===== config.mk =====
export PLATFORM = sky130hd
export DESIGN_NAME = vector_sweep_ctrl_flat
export DESIGN_NICKNAME = d
export VERILOG_FILES = /design/src/rtl/vector_sweep_ctrl_pkg.sv /design/src/rtl/vector_sweep_ctrl_if.sv /design/src/rtl/vector_sweep_ctrl_misr.sv /design/src/rtl/vector_sweep_ctrl.sv /design/src/flat_wrapper.sv
export SDC_FILE = /design/constraint.sdc
export NUM_CORES = 1
export LEC_CHECK = 0
export BUFFER_PORTS_ARGS = -buffer_cell sky130_fd_sc_hd__buf_2
export CAP_MARGIN = 20
export CORE_AREA = 5 5 45 47
export DETAILED_ROUTE_END_ITERATION = 10
export DIE_AREA = 0 0 50 52
export GPL_ROUTABILITY_DRIVEN = 1
export PLACE_DENSITY = 0.76
export SLEW_MARGIN = 20
export SYNTH_ARGS = -nofsm -noshare
export SYNTH_HDL_FRONTEND = slang
export SYNTH_HIERARCHICAL = 1
export SYNTH_SLANG_ARGS = --single-unit

===== constraint.sdc =====
create_clock -name CK -period 4.45 [get_ports CK]
set_input_delay 0 -clock CK [delete_from_list [all_inputs] [get_ports CK]]
set_output_delay 0 -clock CK [all_outputs]
set_load 0.005 [all_outputs]

===== src/rtl/vector_sweep_ctrl_pkg.sv =====
// Shared types and constants for the vector sweep controller.
// The sequencer states and the signature (MISR) parameters live here.
package sweep_pkg;

   typedef enum logic [2:0] {
      IDLE  = 3'd0,
      APPLY = 3'd1,
      WAIT  = 3'd2,
      EMIT  = 3'd3,
      DONE  = 3'd4
   } state_t;

   localparam int             SIG_W    = 16;
   localparam logic [SIG_W-1:0] SIG_POLY = 16'h1021;
   localparam logic [SIG_W-1:0] SIG_SEED = 16'hFFFF;

endpackage


===== src/rtl/vector_sweep_ctrl_if.sv =====
// Record channel from the sweep controller to the downstream logger.
// Handshake: the master raises rec_valid with rec_vec/rec_resp and keeps all
// three stable until it samples rec_valid && rec_ready on a rising edge; a
// record transfers on exactly that edge. rec_ready may change freely and
// does not depend on rec_valid.
interface vector_sweep_ctrl_if #(
   parameter int N_IN  = 3,
   parameter int OUT_W = 1
);
   logic             rec_valid;
   logic             rec_ready;
   logic [N_IN-1:0]  rec_vec;
   logic [OUT_W-1:0] rec_resp;

   modport master (output rec_valid, output rec_vec, output rec_resp, input rec_ready);
   modport slave  (input rec_valid, input rec_vec, input rec_resp, output rec_ready);
endinterface


===== src/rtl/vector_sweep_ctrl_misr.sv =====
// 16-bit multiple-input signature register over sweep records.
// clear seeds the register, en folds one zero-extended record into it.
module sweep_misr
   import sweep_pkg::*;
#(
   parameter int DATA_W = 4
) (
   input  logic              clk,
   input  logic              rst,
   input  logic              clear,
   input  logic              en,
   input  logic [DATA_W-1:0] data,
   output logic [SIG_W-1:0]  sig
);

   // A record wider than the signature cannot be folded in without loss.
   if (DATA_W > SIG_W) begin : g_width_check
      $error("sweep_misr: record width DATA_W exceeds signature width");
   end

   // Signature register: reset to 0, seed on clear, shift/feedback/fold on en.
   always_ff @(posedge clk) begin
      if (rst) begin
         sig <= '0;
      end else if (clear) begin
         sig <= SIG_SEED;
      end else if (en) begin
         sig <= {sig[SIG_W-2:0], 1'b0}
              ^ (sig[SIG_W-1] ? SIG_POLY : '0)
              ^ SIG_W'(data);
      end
   end

endmodule


===== src/rtl/vector_sweep_ctrl.sv =====
// Exhaustive input sweeper: drives every vector 0 .. 2^N_IN-1 to a small DUT,
// waits SETTLE extra cycles, samples the response and streams one
// {vector, response} record per vector over the rec channel.
// Optional feature macro: SWEEP_SIG_EN (response signature on sig_out).
module vector_sweep_ctrl
   import sweep_pkg::*;
#(
   parameter int N_IN   = 3,
   parameter int OUT_W  = 1,
   parameter int SETTLE = 1
) (
   input  logic             CK,
   input  logic             reset,
   input  logic             start,
   output logic             busy,
   output logic             done,
   output logic [N_IN-1:0]  vec_out,
   input  logic [OUT_W-1:0] dut_out,
   vector_sweep_ctrl_if.master rec,
   output logic [SIG_W-1:0] sig_out,
   output state_t           dbg_state
);

   // Settle counter only ever holds SETTLE-1 down to 0.
   localparam int CNT_W = (SETTLE > 1) ? $clog2(SETTLE) : 1;
   localparam logic [N_IN-1:0] LAST_VEC = {N_IN{1'b1}};

   state_t           state;
   logic [N_IN-1:0]  index;
   logic [CNT_W-1:0] cnt;
   logic             rec_valid_q;
   logic [N_IN-1:0]  rec_vec_q;
   logic [OUT_W-1:0] rec_resp_q;
   logic             enter_emit;

   assign rec.rec_valid = rec_valid_q;
   assign rec.rec_vec   = rec_vec_q;
   assign rec.rec_resp  = rec_resp_q;
   assign dbg_state     = state;

   // The response is sampled on the edge that leaves APPLY (no settle) or
   // that ends the settle countdown.
   always_comb begin
      enter_emit = 1'b0;
      if (state == APPLY && SETTLE == 0) enter_emit = 1'b1;
      if (state == WAIT && cnt == '0)    enter_emit = 1'b1;
   end

   // Sweep sequencer with all outputs registered.
   always_ff @(posedge CK) begin
      if (reset) begin
         state       <= IDLE;
         index       <= '0;
         cnt         <= '0;
         vec_out     <= '0;
         busy        <= 1'b0;
         done        <= 1'b0;
         rec_valid_q <= 1'b0;
         rec_vec_q   <= '0;
         rec_resp_q  <= '0;
      end else begin
         done <= 1'b0;
         if (enter_emit) begin
            rec_vec_q   <= vec_out;
            rec_resp_q  <= dut_out;
            rec_valid_q <= 1'b1;
         end
         case (state)
            IDLE: begin
               if (start) begin
                  state   <= APPLY;
                  vec_out <= '0;
                  index   <= '0;
                  busy    <= 1'b1;
               end
            end
            APPLY: begin
               if (SETTLE == 0) begin
                  state <= EMIT;
               end else begin
                  state <= WAIT;
                  cnt   <= CNT_W'(SETTLE - 1);
               end
            end
            WAIT: begin
               if (cnt == '0) state <= EMIT;
               else           cnt   <= cnt - 1'b1;
            end
            EMIT: begin
               if (rec_valid_q && rec.rec_ready) begin
                  rec_valid_q <= 1'b0;
                  if (index == LAST_VEC) begin
                     state <= DONE;
                     done  <= 1'b1;
                  end else begin
                     index   <= index + 1'b1;
                     vec_out <= index + 1'b1;
                     state   <= APPLY;
                  end
               end
            end
            DONE: begin
               state <= IDLE;
               busy  <= 1'b0;
            end
            default: state <= IDLE;
         endcase
      end
   end

`ifdef SWEEP_SIG_EN
   logic rec_fire;
   logic sig_clear;

   // Fold every accepted record; reseed when a sweep is accepted.
   assign rec_fire  = (state == EMIT) && rec_valid_q && rec.rec_ready;
   assign sig_clear = (state == IDLE) && start;

   sweep_misr #(.DATA_W(N_IN + OUT_W)) u_misr (
      .clk   (CK),
      .rst   (reset),
      .clear (sig_clear),
      .en    (rec_fire),
      .data  ({rec_vec_q, rec_resp_q}),
      .sig   (sig_out)
   );
`else
   assign sig_out = '0;
`endif

endmodule


===== src/flat_wrapper.sv =====
// flat-port wrapper written by rule: the top's interface ports become plain ports
module vector_sweep_ctrl_flat import sweep_pkg::*;
#(
   parameter int N_IN   = 3,
   parameter int OUT_W  = 1,
   parameter int SETTLE = 1
)
  (CK, reset, start, busy, done, vec_out, dut_out, sig_out, dbg_state, rec_rec_valid, rec_rec_vec, rec_rec_resp, rec_rec_ready);
  vector_sweep_ctrl_if #(.N_IN(N_IN), .OUT_W(OUT_W)) rec_i ();
  input  logic CK;
  input  logic reset;
  input  logic start;
  output logic busy;
  output logic done;
  output logic [N_IN-1:0] vec_out;
  input  logic [OUT_W-1:0] dut_out;
  output logic [SIG_W-1:0] sig_out;
  output state_t dbg_state;
  output wire logic [$bits(rec_i.rec_valid)-1:0] rec_rec_valid;
  output wire logic [$bits(rec_i.rec_vec)-1:0] rec_rec_vec;
  output wire logic [$bits(rec_i.rec_resp)-1:0] rec_rec_resp;
  input wire logic [$bits(rec_i.rec_ready)-1:0] rec_rec_ready;
  assign rec_rec_valid = rec_i.rec_valid;
  assign rec_rec_vec = rec_i.rec_vec;
  assign rec_rec_resp = rec_i.rec_resp;
  assign rec_i.rec_ready = rec_rec_ready;
  vector_sweep_ctrl #(.N_IN(N_IN), .OUT_W(OUT_W), .SETTLE(SETTLE)) u_core (.CK(CK), .reset(reset), .start(start), .busy(busy), .done(done), .vec_out(vec_out), .dut_out(dut_out), .rec(rec_i), .sig_out(sig_out), .dbg_state(dbg_state));
endmodule

## Word-level counts from Yosys, hierarchy flattened

Cells that the tools add are included.

- Add/sub/neg operators: 2
- Equal/unequal tests: 9
- Mux-type cells: 18
- Bitwise gates (word level): 3
- Reduce and logical (&&, ||, !) cells: 10

Operator list:

| operator | number |
|---|---|
| $mux W3 | 7 |
| $pmux W3 S4 | 1 |
| $mux W1 | 7 |
| $eq A3 B2 Y1 const B | 2 |
| $eq A3 B3 Y1 const B | 2 |
| $ne A2 B2 Y1 const B | 3 |
| $pmux W3 S2 | 1 |
| $reduce_bool A2 Y1 | 3 |
| $pmux W1 S2 | 2 |
| $reduce_and A4 Y1 | 1 |
| $add A3 B1 Y3 const B | 1 |
| $eq A3 B1 Y1 const B | 1 |
| $logic_not A3 Y1 | 1 |
| $not A1 Y1 | 3 |
| $reduce_and A3 Y1 | 1 |
| $reduce_or A3 Y1 | 1 |
| $logic_and A1 B1 Y1 | 2 |
| $ne A2 B1 Y1 const B | 1 |
| $reduce_and A2 Y1 | 1 |
| $sub A1 B1 Y1 const B | 1 |

- Bits in registers: 14
- Input bits: 5
- Output and inout port bits: 29

## Longest topological paths before layout

Gate-level depths: netlist of the first run.

- Word-level depth: 6
- Mapped depth: 5
- Mapped depth without buffers: 5

## Least setup slack after synthesis of the first run

Ideal clock, no wire load.

- Path kind: register to register
- From: register u_core.index[0]
- To: register u_core.index[0]
- Arrival time: 1.312 ns
- Setup slack: 3.020 ns
- Stages on the path, launching flop included: 6
- Buffers on the path: 0
- Clock period less this slack: 1.430 ns
- Cell sequence: dfxtp_1 -> ha_1 -> ha_1 -> nor3b_1 -> a21oi_1 -> a32o_1

- Word-level cells in the longest chain between the ends: 4

RTL lines:

| what | line | RTL |
|---|---|---|
| start, declared | vector_sweep_ctrl.sv:29 | `logic [N_IN-1:0] index;` |
| start signal, assigned | vector_sweep_ctrl.sv:96 | `index <= index + 1'b1;` |
| $add A3 B1 Y3 | vector_sweep_ctrl.sv:96 |  |
| $mux W3 | vector_sweep_ctrl.sv:92 | `if (index == LAST_VEC) begin` |
| $mux W3 | vector_sweep_ctrl.sv:90 | `if (rec_valid_q && rec.rec_ready) begin` |
| $pmux W3 S2 | vector_sweep_ctrl.sv:68 | `case (state)` |

Several ways; a longest one is shown, not always the timed one. The select of a mux whose other input is x is not followed.
A chain may end at the register's enable or synchronous reset.

## Worst setup path after layout of the first run

Same ends and word-level chain as after synthesis.

==> impl_metrics.ini, run 1 <==
[logic_synthesis]
ys_types = 23
syn_area_um2 = 668
synth_largest_area_cell = dfxtp_1
synthCells = 69
synth.avg_cell_area_um2 = 9.68
synth_edf_count = 0
ys_ff_latch = 13
ys_seq_area_share_pct = 39.0
yosysMostFrequentCell = buf_4
yosys_warnings = 6
synth-main-ff-cell = dfxtp_1
synth_area_leaders = dfxtp_1, buf_4, mux2i_1
synthTopCellsByCount = buf_4, dfxtp_1, nor2_1
synth.top_cell.area_share_pct = 39.0
async_flop_share_pct = 0

[status]
status = completed

[clock_network]
htreeDepth = 1
worstSkewPairLatency_ps = 270
cts_root_buf = clkbuf_4
ctsHoldBuffers = 1
numCtsBuffers = 3
clock_sinks = 13
postCtsSetupRepairBufs = 0
cts_resized = 0
clockBufferDepth = 2
cts_tree = done
clk_pin_slew_ps = 80

[routing]
vias = 498
wl_per_cell_um = 12.0
drcViolationCount = 0
drt-total-wl_um = 1260
drt-initial-drc-count = 4
drt-pass1-iter-count = 3
vias_per_cell = 4.74
ant_nets = 0

[global_route]
grt_pass1_wl_um = 2010
antenna_found_initial = 0
grt_pass1_vias = 453
grt_max_degree = 14
grt_usage_pct = 10.2
overflow = 0

[placed_design]
hpwl_um = 982
place_congestion = 0.798
numPortBuffers = 17
placed_cell_area_um2 = 702

[die]
die_h_um = 52
die_x_um = 50
dieArea_um2 = 2600
ios = 34
start_util_pct = 41.4
core_um2 = 1610
rows = 15

[worst_setup_path]
cp-start-kind = flip-flop
crit_type = flip-flop to flip-flop
cp-end-kind = flip-flop
required_ps = 4620
cp.arrival_ps = 1710
crit_fanout = 5
reg2reg_slack_ps = 2910

[cells_and_area]
fillers = 164
seq_area_um2 = 260
multi_input_area_um2 = 332
fin_area_um2 = 738
nNetsFinal = 96
num_antenna_cells = 0
syn2layout_area_growth_pct = 10.5
drive_gt1_share_pct = 25.0

[pwr]
powerDensity_nw_per_um2 = 301
leakage_nw = 0.366
finalPower_uw = 222
ir_drop_mv = 0.136

[timing]
finalSetupTns_ps = 0
timing.fmax_mhz = 651
final.min_clock_period_ps = 1540
hold_viol = 0
rsz0062_at_grt = no
worst_clock_skew_ps = 4.38
slew_viol_final = 0
finalCritPeriodShare_pct = 34.5
finalSetupViolCount = 0
holdWs_ps = 22.5

[run]
maxCapViolCount = 0

[hold_path]
hold_class = input port to flip-flop
[power breakdown]
group          internal, mW  total, mW  switching, mW
combinational        0.0120     0.0260         0.0140
sequential            0.120      0.125        0.00481
clock                0.0348     0.0714         0.0366
[registers in the layout, indices dropped and copies added, names as in the netlist]
name                  cells
u_core/busy               1
u_core/dbg_state          3
u_core/done               1
u_core/index              3
u_core/rec.rec_resp       1
u_core/rec.rec_valid      1
u_core/rec.rec_vec        3
[cell type report]
type	instances	area share, %
clock buffers	4	3.56
flip-flops and latches	13	35.3
inverters	1	0.508
multi-input cells	52	44.9
repair buffers	18	12.9
well taps	17	2.88
[stage by stage]
step	instances	setup WS, ps	utilization [%]
finish	105	2910	45.7
global route	105	2860	45.7
CTS	105	2920	45.7
detailed placement	100	2940	43.5
global placement	100	2980	43.5
floorplan	84	3020	-
[worst paths after layout]
check	cells past startpoint	start	to
max	5	u_core/index[0]	u_core/index[0]
max reg2reg	5	u_core/index[0]	u_core/index[0]
min reg2reg	2	u_core/rec.rec_resp	u_core/rec.rec_resp
min	2	rec_rec_ready	u_core/dbg_state[2]
[cell usage in the layout, fill, tap and decap left out]
master and instances:
a2111oi_0 2, a211oi_1 1, a21oi_1 4, a32o_1 1, and3_1 1, and4_1 2
and4bb_2 1, buf_2 17, clkbuf_1 1, clkbuf_4 3, conb_1 16, dfxtp_1 13
dlygate4sd3_1 1, ha_1 2, inv_1 1, mux2i_1 6, nand2_1 2, nand2b_1 2
nand3b_1 1, nor2_1 7, nor2b_1 1, nor3b_1 1, nor3b_4 1, nor4b_1 1
[critical path, cell delays in order (launching register included)]
cell and delay (ps):
dfxtp_1 350, ha_1 210, ha_1 220, nor3b_1 250, a21oi_1 180, a32o_1 230
[logic make-up after synthesis]
logic type                 Yosys count  share of synthesized area [%]
AOI/OAI and AO/OA                    8                           8.24
adders and majority gates            2                           3.74
buffers and inverters               19                           19.8
DFF                                 13                           39.0
muxes                                6                           8.99
other                                1                          0.561
and+or+nand+nor                     20                           19.7
[metal layers]
| layer | vias up | GRT usage (%) | part of all wire [%] |
|---|---|---|---|
| li1 | 247 | - | - |
| met1 | 226 | 10.9 | 38 |
| met2 | 23 | 15.7 | 49 |
| met3 | 2 | 7.16 | 13 |
| met4 | 0 | 3.93 | 0.80 |
| met5 | - | 0 | 0 |
Note: power is estimated with default switching activity, not from simulation.
==> inputs of run 2 (changes only) <==
CORE_AREA = 5 5 48 50   (was 5 5 45 47)
DIE_AREA = 0 0 53 55   (was 0 0 50 52)
PLACE_DENSITY = 0.7   (was 0.76)
clock period = 1.3 ns   (was 4.45 ns; I/O delays follow)
==> run 2 against run 1 <==
  * Maximum frequency up 19%
  * Clock-buffer cell count down 1
  * Sequential cell count unchanged
==> impl_metrics.ini, run 2 (synthesis gave the netlist of run 1 again) <==
[worst_setup_path]
crit_top_cell = ha_4
cp-startpoint = u_core/index[0]
reg2reg_slack_ps = 20
crit_fanout = 3
r2r_start = u_core/index[0]
cp-start-kind = flip-flop
slowest_delay_ps = 340
cpMaxStageDelayCell = dfxtp_2
cp-end-kind = flip-flop
crit_type = flip-flop to flip-flop
r2r_end = u_core/index[0]
cp.arrival_ps = 1450
required_ps = 1470
path_cells = ha_4 -> ha_4 -> nor3b_4 -> a21oi_2 -> a32o_1
reg2regPathDepth = 5

[status]
status = completed

[clock_network]
clockBufferDepth = 2
numCtsBuffers = 3
cts_root_buf = clkbuf_4
clk_pin_slew_ps = 80
htreeDepth = 1
worstSkewPairLatency_ps = 270
cts_tree = done
clock_sinks = 13

[timing]
final.min_clock_period_ps = 1280
finalSetupTns_ps = 0
worst_clock_skew_ps = 7.07
holdWs_ps = 31.0
timing.fmax_mhz = 778
worst_slack_ps = 15.0
rsz0062_at_grt = yes
finalSetupViolCount = 0
slew_viol_final = 0
finalCritPeriodShare_pct = 98.8
hold_viol = 0

[placed_design]
dp_cells = 113
numPortBuffers = 17
pre_cts_ws_ps = -8.29
hpwl_um = 1050
place_congestion = 0.656

[run]
maxCapViolCount = 0

[die]
start_util_pct = 35.9
ios = 34
die_h_um = 55
die_x_um = 53
dieArea_um2 = 2920
rows = 16
core_um2 = 1860

[global_route]
grt_usage_pct = 9.62
grtUsageMet1_pct = 10.9
grt_max_degree = 14
use_met3_pct = 5.36
antenna_found_initial = 0
grt_pass1_wl_um = 2020
grt_util_met2_pct = 15.7
overflow = 0
grt_pass1_vias = 479
grt_busiest_layer = met2

[cells_and_area]
final_cell_mix = buf_2, conb_1, dfxtp_1
final_cells = 118
nNetsFinal = 99
num_antenna_cells = 0
drive_gt1_share_pct = 36.3
final_common_cell = buf_2
fillers = 198
syn2layout_area_growth_pct = 22.5

[pwr]
powerDensity_nw_per_um2 = 935
leakage_nw = 0.384
ir_drop_mv = 0.524

[hold_path]
hold_class = input port to flip-flop
hp-start = rec_rec_ready
hold_depth = 2
hold_end = u_core/dbg_state[2]

[routing]
vias_per_cell = 4.47
drt-pass1-iter-count = 4
drt-total-wl_um = 1360
ant_nets = 0
vias = 528
wl_per_cell_um = 11.5
drt-initial-drc-count = 11
drcViolationCount = 0
==> run 2: worst max-delay path by stage <==
stage                            endpoint  slack, ps
after floorplan           u_core/index[0]         20
after global placement    u_core/index[0]         10
after detailed placement  u_core/index[0]         -8
after CTS                 u_core/index[0]        0.8
after global routing      u_core/index[0]        -30
final                     u_core/index[0]         20
==> run 2: layout make-up <==
class | count | area (µm²) | share of cell area (%)
Clock inverter | 1 | 5.00 | 0.612
Timing Repair Buffer | 21 | 118 | 14.4
Sequential cell | 13 | 264 | 32.3
Tap cell | 27 | 33.8 | 4.13
Multi-Input combinational cell | 52 | 372 | 45.4
Inverter | 1 | 3.75 | 0.459
Clock buffer | 3 | 22.5 | 2.75
==> run 2: repair_timing <==
action | CTS | global route
gates resized for setup | 1 | 1
hold buffers | 1 | 0
setup buffers | 0 | 0
hold endpoints to repair | 1 | 0
endpoints found under the setup margin | 1 | 4
pin swaps | 2 | 1
==> run 2: metrics by stage <==
stage	util, %	cell area (µm²)	power, mW
5_1_grt	44.0	818	0.812
6_report	44.0	818	0.765
3_3_place_gp	41.5	773	0.524
3_5_place_dp	41.5	773	0.527
2_1_floorplan	-	761	0.531
4_1_cts	43.9	817	0.779
==> run 2: metal layers <==
layer | share of wire [%] | wire, µm | vias up
met5 | 0 | 0 | -
met4 | 0 | 0 | 0
met3 | 10 | 139 | 0
met2 | 46 | 620 | 29
met1 | 44 | 596 | 246
li1 | - | - | 253
==> run 2: report_power, final <==
part	internal (mW)	switching, mW
clock network	0.114	0.126
logic	0.0451	0.0502
registers	0.412	0.0185
total	0.571	0.195
==> run 2: worst max-delay path, delay by kind of cell (launching register included) <==
| family | cells | cell delay [ps] |
|---|---|---|
| AO/OA/AOI/OAI | 2 | 330 |
| adder cells (fa/ha/maj) | 2 | 320 |
| flip-flops | 1 | 340 |
| AND/OR/NAND/NOR | 1 | 190 |
==> inputs of run 3 (changes only) <==
--- a/config.mk
+++ b/config.mk
@@ -9,6 +9,5 @@
 export CAP_MARGIN = 20
-export CORE_AREA = 5 5 48 50
+export CORE_AREA = 8 8 51 53
 export DETAILED_ROUTE_END_ITERATION = 10
-export DIE_AREA = 0 0 53 55
-export GPL_ROUTABILITY_DRIVEN = 1
+export DIE_AREA = 0 0 59 61
 export PLACE_DENSITY = 0.7
--- a/constraint.sdc
+++ b/constraint.sdc
@@ -3,2 +3,2 @@
 set_output_delay 0 -clock CK [all_outputs]
-set_load 0.005 [all_outputs]
+set_load 0.1 [all_outputs]
==> run 3 against run 2 <==
  * Maximum frequency shrank 1.7%
  * Largest power group unchanged
  * Highest routed layer unchanged
  * The flow now finishes with violations (negative setup slack)
  * Core utilization grew 1.7 points
  * Clock skew shrank 1.3 ps
  * Combinational power grew to 4.0 times the previous value
==> impl_metrics.ini, run 3 (synthesis gave the netlist of run 1 again) <==
[cells_and_area]
final_cell_mix = buf_2, conb_1, nor2_1
num_antenna_cells = 0
nNetsFinal = 99
final_common_cell = buf_2
syn2layout_area_growth_pct = 25.8
final_core_util_pct = 45.7
drive_gt1_share_pct = 40.7

[pwr]
finalPower_mw = 1.05
ir_drop_mv = 0.576
powerDensity_nw_per_um2 = 1250
leakage_nw = 0.385

[timing]
finalSetupViolCount = 1
worst_clock_skew_ps = 5.76
holdWs_ps = 9.70
worst_slack_ps = -7.71
finalCritPeriodShare_pct = 101
timing.fmax_mhz = 765
slew_viol_final = 0
hold_viol = 0
final.min_clock_period_ps = 1310
rsz0062_at_grt = yes

[die]
ios = 34
die_h_um = 61
rows = 16
start_util_pct = 36.3
core_um2 = 1840
die_x_um = 59
dieArea_um2 = 3600

[status]
violations = negative setup slack
status = finished, violations left

[clock_network]
numCtsBuffers = 3
clk_pin_slew_ps = 80
cts_root_buf = clkbuf_4
clockBufferDepth = 2
clock_sinks = 13
worstSkewPairLatency_ps = 270
cts_tree = done
htreeDepth = 1

[global_route]
use_met3_pct = 5.08
grt_pass1_vias = 507
antenna_found_initial = 0
grt_max_degree = 14
grt_usage_pct = 8.16
grt_util_met2_pct = 12.6
grt_pass1_wl_um = 2240
overflow = 0
grt_busiest_layer = met2
grtUsageMet1_pct = 9.35

[worst_setup_path]
path_cells = ha_4 -> ha_4 -> nor3b_4 -> a21oi_2 -> a32o_1
crit_type = flip-flop to flip-flop
worst-path-stages = 5
crit_top_cell = ha_4
reg2regPathDepth = 5
cp_num_buf_inv = 0
cp-end-kind = flip-flop
cp-start-kind = flip-flop
crit_fanout = 3
cpMaxStageDelayCell = dfxtp_4
cp.arrival_ps = 1480
critPathTopFamily = flip-flops
required_ps = 1470
slowest_delay_ps = 360

[routing]
ant_nets = 0
vias_per_cell = 4.27
vias = 504
wl_per_cell_um = 12.5
drcViolationCount = 0
drt-initial-drc-count = 12
drt-pass1-iter-count = 4
drt-total-wl_um = 1470

[hold_path]
hold_class = input port to flip-flop
hold_depth = 2

[placed_design]
place_congestion = 0.794
numPortBuffers = 17
hpwl_um = 1070

[run]
maxCapViolCount = 0
==> run 3: cell count changes in the layout (fill, tap and decap cells not counted), sizes merged <==
cell    delta
clkbuf     +1
clkinv     -1
==> run 3: final cells by class <==
| type | instances | area [µm²] |
|---|---|---|
| Clock buffer | 4 | 26.3 |
| Fill cell | 205 | 1000 |
| Inverter | 1 | 3.75 |
| Multi-Input combinational cell | 52 | 378 |
| Sequential cell | 13 | 282 |
| Tap cell | 27 | 33.8 |
| Timing Repair Buffer | 21 | 118 |
==> run 3: per-stage QoR <==
step                setup TNS [ps]  setup WS, ps  cells  cell area [µm²]
floorplan                     -269          -123     84              788
global placement                 0          16.2    113              792
detailed placement           -2.49         -2.49    113              792
CTS                              0          11.7    118              835
global route                 -57.7         -57.7    118              841
finish                       -7.71         -7.71    118              841
==> run 3: timing repair <==
action | CTS | global route
endpoints found under the setup margin | 1 | 2
gates cloned | 0 | 0
endpoints found under the hold margin | 1 | 0
hold buffers | 1 | 0
pin swaps | 2 | 0
resized for setup | 1 | 2
buffers inserted | 0 | 0
==> run 3: path summary, 6_finish.rpt <==
check | to | startpoint | slack, ps
setup / recovery | u_core/index[0] | u_core/index[0] | -8
hold / removal | u_core/done | rec_rec_ready | 10
setup reg to reg | u_core/index[0] | u_core/index[0] | -8
hold reg to reg | u_core/rec.rec_vec[1] | u_core/rec.rec_vec[1] | 510
==> run 3: where the power goes <==
group / internal, mW / switching [mW]
sequential: 0.404 / 0.0172
combinational: 0.0471 / 0.337
clock: 0.119 / 0.127
total: 0.570 / 0.481
==> run 3: metal layers <==
| layer | part of all wire [%] | wire length [µm] |
|---|---|---|
| met5 | 0 | 0 |
| met4 | 0 | 0 |
| met3 | 9.3 | 136 |
| met2 | 47 | 684 |
| met1 | 44 | 649 |
